## src/rtl/shift_seq_pkg.sv

```systemverilog
// Shared types for the shift-register command sequencer.
// Commands carry op, shift amount, load data and repeat count.
package shift_seq_pkg;

  localparam int DATA_W    = 4;
  localparam int AMT_W     = 2;
  localparam int REP_MAX_W = 8;

  typedef enum logic [1:0] {
    OP_NOP  = 2'b00,
    OP_LOAD = 2'b01,
    OP_SHR  = 2'b10,
    OP_SHL  = 2'b11
  } op_e;

  typedef struct packed {
    op_e                  op;
    logic [AMT_W-1:0]     amt;
    logic [DATA_W-1:0]    data;
    logic [REP_MAX_W-1:0] rep;
  } cmd_t;

  typedef enum logic {
    S_IDLE,
    S_ISSUE
  } state_e;

  function automatic logic [DATA_W-1:0] shadow_next(
    input logic [DATA_W-1:0] cur,
    input logic              ld,
    input logic              sr,
    input logic [DATA_W-1:0] data,
    input logic [AMT_W-1:0]  amt
  );
    if (ld)
      return data;
    else if (sr)
      return cur >> amt;
    else
      return cur << amt;
  endfunction

endpackage

```

## src/rtl/shift_seq_fifo.sv

```systemverilog
// Command FIFO for shift_seq_ctrl; DEPTH must be a power of two.
// Pointers carry one extra wrap bit to tell full from empty.
module shift_seq_fifo
  import shift_seq_pkg::*;
#(
  parameter int DEPTH = 4
) (
  input  logic clk,
  input  logic rst,
  input  logic push,
  input  logic pop,
  input  logic flush,
  input  cmd_t wdata,
  output cmd_t rdata,
  output logic full,
  output logic empty
);

  localparam int AW = $clog2(DEPTH);

  logic [AW:0] wptr;
  logic [AW:0] rptr;
  cmd_t        mem [DEPTH];

  always_ff @(posedge clk or negedge rst) begin
    if (!rst) begin
      wptr <= '0;
      rptr <= '0;
    end else if (flush) begin
      wptr <= '0;
      rptr <= '0;
    end else begin
      if (push)
        wptr <= wptr + (AW+1)'(1);
      if (pop)
        rptr <= rptr + (AW+1)'(1);
    end
  end

  always_ff @(posedge clk) begin
    if (push && !flush)
      mem[wptr[AW-1:0]] <= wdata;
  end

  assign rdata = mem[rptr[AW-1:0]];
  assign empty = (wptr == rptr);
  assign full  = (wptr[AW] != rptr[AW]) &&
                 (wptr[AW-1:0] == rptr[AW-1:0]);

endmodule

```

## src/rtl/shift_seq_ctrl.sv

```systemverilog
// Command sequencer driving the 4-bit shift register controls.
// Define SHIFT_SEQ_SHADOW_EN to build the exp_q shadow register.
module shift_seq_ctrl
  import shift_seq_pkg::*;
#(
  parameter int DEPTH = 4,
  parameter int REP_W = 3
) (
  input  logic              clk,
  input  logic              rst,
  input  logic              cmd_valid,
  output logic              cmd_ready,
  input  logic [1:0]        cmd_op,
  input  logic [AMT_W-1:0]  cmd_amt,
  input  logic [DATA_W-1:0] cmd_data,
  input  logic [REP_W-1:0]  cmd_rep,
  input  logic              halt,
  input  logic              flush,
  output logic [DATA_W-1:0] d_out,
  output logic              ld,
  output logic              sr,
  output logic              sl,
  output logic [AMT_W-1:0]  s_cnt,
  output logic              busy,
  output logic              done,
  output logic [DATA_W-1:0] exp_q
);

  state_e             state_q, state_d;
  cmd_t               cur_q, cur_d;
  logic [REP_W-1:0]   cnt_q, cnt_d;
  logic               act_q, act_d;
  logic               ready_en_q;
  logic               pop, push, full, empty, last;
  cmd_t               head, wcmd;

  logic               ld_d, sr_d, sl_d, done_d;
  logic [DATA_W-1:0]  d_d;
  logic [AMT_W-1:0]   s_d;

  assign cmd_ready = ready_en_q && !full;
  assign push      = cmd_valid && cmd_ready && !flush;
  assign busy      = (state_q == S_ISSUE) || !empty;
  assign last      = act_q && (REP_MAX_W'(cnt_q) == cur_q.rep);

  assign wcmd = '{op:   op_e'(cmd_op),
                  amt:  cmd_amt,
                  data: cmd_data,
                  rep:  REP_MAX_W'(cmd_rep)};

  shift_seq_fifo #(.DEPTH(DEPTH)) u_fifo (
    .clk   (clk),
    .rst   (rst),
    .push  (push),
    .pop   (pop),
    .flush (flush),
    .wdata (wcmd),
    .rdata (head),
    .full  (full),
    .empty (empty)
  );

  always_ff @(posedge clk or negedge rst) begin
    if (!rst) begin
      state_q    <= S_IDLE;
      cur_q      <= '0;
      cnt_q      <= '0;
      act_q      <= 1'b0;
      ready_en_q <= 1'b0;
      ld         <= 1'b0;
      sr         <= 1'b0;
      sl         <= 1'b0;
      done       <= 1'b0;
      d_out      <= '0;
      s_cnt      <= '0;
    end else begin
      state_q    <= state_d;
      cur_q      <= cur_d;
      cnt_q      <= cnt_d;
      act_q      <= act_d;
      ready_en_q <= 1'b1;
      ld         <= ld_d;
      sr         <= sr_d;
      sl         <= sl_d;
      done       <= done_d;
      d_out      <= d_d;
      s_cnt      <= s_d;
    end
  end

  // act marks a real issue cycle; halted cycles in ISSUE are bubbles
  always_comb begin
    state_d = state_q;
    cur_d   = cur_q;
    cnt_d   = cnt_q;
    act_d   = act_q;
    pop     = 1'b0;
    if (flush) begin
      state_d = S_IDLE;
      cnt_d   = '0;
      act_d   = 1'b0;
    end else begin
      unique case (state_q)
        S_IDLE: begin
          if (!empty && !halt) begin
            pop     = 1'b1;
            cur_d   = head;
            cnt_d   = '0;
            act_d   = 1'b1;
            state_d = S_ISSUE;
          end
        end
        S_ISSUE: begin
          if (last) begin
            if (!empty && !halt) begin
              pop   = 1'b1;
              cur_d = head;
              cnt_d = '0;
              act_d = 1'b1;
            end else begin
              state_d = S_IDLE;
              cnt_d   = '0;
              act_d   = 1'b0;
            end
          end else begin
            if (act_q)
              cnt_d = cnt_q + REP_W'(1);
            act_d = !halt;
          end
        end
        default: state_d = S_IDLE;
      endcase
    end
  end

  always_comb begin
    ld_d   = 1'b0;
    sr_d   = 1'b0;
    sl_d   = 1'b0;
    done_d = 1'b0;
    d_d    = '0;
    s_d    = '0;
    if (state_d == S_ISSUE) begin
      d_d = cur_d.data;
      s_d = cur_d.amt;
      if (act_d) begin
        unique case (1'b1)
          cur_d.op == OP_LOAD: ld_d = 1'b1;
          cur_d.op == OP_SHR:  sr_d = 1'b1;
          cur_d.op == OP_SHL:  sl_d = 1'b1;
          default: ;
        endcase
        done_d = (REP_MAX_W'(cnt_d) == cur_d.rep);
      end
    end
  end

`ifdef SHIFT_SEQ_SHADOW_EN
  logic [DATA_W-1:0] shadow_q;

  always_ff @(posedge clk or negedge rst) begin
    if (!rst)
      shadow_q <= '0;
    else if (ld || sr || sl)
      shadow_q <= shadow_next(shadow_q, ld, sr, d_out, s_cnt);
  end

  assign exp_q = shadow_q;
`else
  assign exp_q = '0;
`endif

endmodule

```

## config.mk

```make
export PLATFORM = sky130hd
export DESIGN_NAME = shift_seq_ctrl
export DESIGN_NICKNAME = d
export VERILOG_FILES = /design/src/rtl/shift_seq_pkg.sv /design/src/rtl/shift_seq_fifo.sv /design/src/rtl/shift_seq_ctrl.sv
export SDC_FILE = /design/constraint.sdc
export NUM_CORES = 1
export LEC_CHECK = 0
export ABC_AREA = 1
export BUFFER_PORTS_ARGS = -buffer_cell sky130_fd_sc_hd__buf_2
export CAP_MARGIN = 40
export CORE_ASPECT_RATIO = 0.75
export CORE_MARGIN = 4
export CORE_UTILIZATION = 50
export CTS_CLUSTER_DIAMETER = 120
export DETAILED_ROUTE_END_ITERATION = 6
export PLACE_DENSITY = 0.72
export SETUP_SLACK_MARGIN = 0.3
export SLEW_MARGIN = 5
export SYNTH_ARGS = -nofsm -noshare
export SYNTH_HDL_FRONTEND = slang
export SYNTH_SLANG_ARGS = --single-unit
```

## constraint.sdc

```tcl
create_clock -name clk -period 4.7 [get_ports clk]
set_clock_uncertainty 0.1 [all_clocks]
set_input_delay 0.47 -clock clk [delete_from_list [all_inputs] [get_ports clk]]
set_output_delay 0.47 -clock clk [all_outputs]
set_load 0.05 [all_outputs]
```

==> impl_metrics.yaml <==
worst_setup_path:
  worstSetupPathType: "register to register"
  cp_data_required_time_ns: 4.58
  ff2ff_setup_slack_ns: 1.64
  cp_max_fo: 25
  startpoint_type: "register"
  r2r-start: "u_fifo.rptr[0]"
  cp.arrival_ns: 2.93
  rr_endpoint: "u_fifo.mem[2][5]"
  reg2reg_depth: 10
  end_kind: "register"
finish:
  layout.cells.non_filler: 463
  post_route_cells_drive_above_1_share: 0.148
  fill_cells: 594
  antenna_cells: 0
  fin_nets: 396
  final_util: 0.571
  final_design_area_no_fill_um2: 3900
  areaGrowthSynthToFinish_pct: 10.4
synth:
  synth_cell_types: 31
  yosysWarnings: 0
  yosys_register_bits: 82
  synthArstFlopShare: 0.463
  yosysTopAreaCell: "edfxtp_1"
  synth.top_cell.area_share: 0.374
  syn_area_um2: 3530
  avgSynthCellArea_um2: 10.2
  synthFlopType: "edfxtp_1"
  synth_enable_flop_cells: 44
  ys_top_cells_by_area: "edfxtp_1 (37%), dfrtp_1 (27%), nand2_1 (8.8%)"
  synth_cells: 346
  yosysSeqAreaShare: 0.643
floorplanning:
  die_w_um: 105
  design.core.area_um2: 6830
  dieArea_um2: 8490
  initial_core_util: 0.517
  die_height_um: 80.8
  rows: 26
  io_pins: 32
pwr:
  power.share.clock: 0.291
  p_switching_uw: 505
  p_int_mw: 1.17
  power.density_nw_per_um2: 429
  comb_power_share: 0.192
  finalPower_mw: 1.67
  leakagePower_nw: 1.81
  sw_frac_of_total: 0.302
  irDropWorstVdd_v: 0.000238
  seqPwrFrac: 0.516
placed_design:
  hpwl_um: 4860
  place_congestion: 0.795
  place_inst: 447
  io_buffers: 27
  dp_slack_ns: 1.69
  dpl-instance-area_um2: 3710
timing:
  finalSetupTns_ns: 0
  max_freq_mhz: 327
  period_needed_ns: 3.06
  slew_violations: 0
  finalCritPeriodShare: 0.650
  setup_viol: 0
  tightest_slew_ns: 0.905
  rsz0062_at_grt: "false"
  whs_ns: 0.110
  hold_viol: 0
  worst_slack_ns: 1.64
  slew_headroom: 0.395
hold_path:
  worstHoldPathType: "input port to asynchronous set/reset pin"
job:
  drv_cap: 0
cts:
  clk_latency_ns: 0.35
  cts-resized-gates: 0
  numCtsBuffers: 9
  cts_num_sinks: 82
  post_cts_buffers: 0
  worst_setup_hold_path_clk_slew_ns: 0.08
  clockBufferDepth: 2
  holdBufCountCts: 0
  cts_tree: "done"
  root_buffer: "clkbuf_8"
  h-tree-depth: 3
outcome:
  outcome: "finished, final reports clean"
routing:
  dr.first_iter.drc_count: 215
  drt-total-wl_um: 6610
  viasPerCell: 5.06
  wl_per_cell_um: 14.3
  dr.pass1.iters: 4
  drc_errors: 0
  num_vias: 2342
  ant_nets: 0
global_routing:
  overflow: 0
  antenna_found_initial: 0
  grt_pass1_vias: 2149
  grt_pass1_wl_um: 11100
  grt_max_degree: 39
  grt_usage: 0.174
-- worst max path at each step --
stage              startpoint                to  slack [ns]
2_1_floorplan  u_fifo.rptr[0]  u_fifo.mem[0][0]        2.28
3_3_place_gp   u_fifo.rptr[0]  u_fifo.mem[1][3]        1.77
3_5_place_dp   u_fifo.rptr[0]  u_fifo.mem[1][8]        1.69
4_1_cts        u_fifo.rptr[0]  u_fifo.mem[1][8]        1.68
5_1_grt        u_fifo.rptr[0]  u_fifo.mem[2][7]        1.28
6_report       u_fifo.rptr[0]  u_fifo.mem[2][5]        1.64
-- synth_stat cells, drive strengths merged, types with 3 or more instances --
master / count
dfrtp: 38
o21ai: 22
buf: 10
a21oi: 16
ha: 6
nand3: 20
a211oi: 3
clkbuf: 3
o22ai: 4
edfxtp: 44
inv: 47
nor2: 33
nand4: 4
nand2: 86
a22oi: 3
-- power groups by stage --
stage	clock network [mW]	logic, mW	registers (mW)
floorplan	0	0.233	0.896
global placement	0	0.313	0.879
global route	0.537	0.373	0.874
finish	0.487	0.322	0.864
detailed placement	0	0.322	0.880
CTS	0.498	0.324	0.864
-- cells by family (layout without fill, tap and decap cells) --
family	Yosys count	in the layout	synth area share
simple gates	144	144	0.174
flops	82	82	0.643
buf+inv	60	90	0.0726
compound gates	50	50	0.0822
fa+ha+maj	6	6	0.0213
other cells	2	5	0.00213
xor+xnor	2	2	0.00496
-- metal layers --
metal,up-vias,track usage,wire [µm],share of wire
met5,-,0,0,0
met2,72,0.240,2700,0.41
met4,0,0.0590,104,0.016
met3,11,0.0469,495,0.075
li1,1179,-,-,-
met1,1080,0.265,3310,0.50
-- worst max-delay path, stage by stage (launching register included) --
cell and delay, ns:
dfrtp_1 0.78, inv_2 0.32, nand2_1 0.15, nand2_2 0.07
nand2_1 0.06, o21ai_0 0.06, inv_1 0.09, nand2_1 0.07
nor2_1 0.19, inv_1 0.10, nor2_1 0.67
-- placed cells by master (no fill, tap or decap), types with 2 or more instances in the layout --
cell      instances
edfxtp_1         44
o21ai_2           2
dfrtp_1          38
buf_2            27
nand4_1           4
nand2_2           2
nand2_1          83
a22oi_1           3
xor2_1            2
ha_1              6
nand3_2           2
o22ai_1           4
clkinv_2          2
clkbuf_8          9
o21ai_0          19
a21oi_1          15
nor2_1           33
inv_1            42
a211oi_1          3
conb_1            5
nand3_1          17
inv_2             4
-- layout make-up --
class                           count  area, µm²  area share
Tap cell                           84        105      0.0270
Multi-Input combinational cell    207       1010       0.260
Clock buffer                        9        124      0.0318
Clock inverter                      7       68.8      0.0177
Sequential cell                    82       2270       0.583
Timing Repair Buffer               27        135      0.0347
Inverter                           47        179      0.0459
-- flip-flops by register name (all words and copies together), names as in the netlist --
name,flops
s_cnt,2
cnt_q,3
sl,1
act_q,1
ld,1
u_fifo.wptr,3
d_out,4
state_q,1
done,1
cur_q,16
ready_en_q,1
sr,1
u_fifo.mem,44
u_fifo.rptr,3
(Power assumes the default switching activity.)
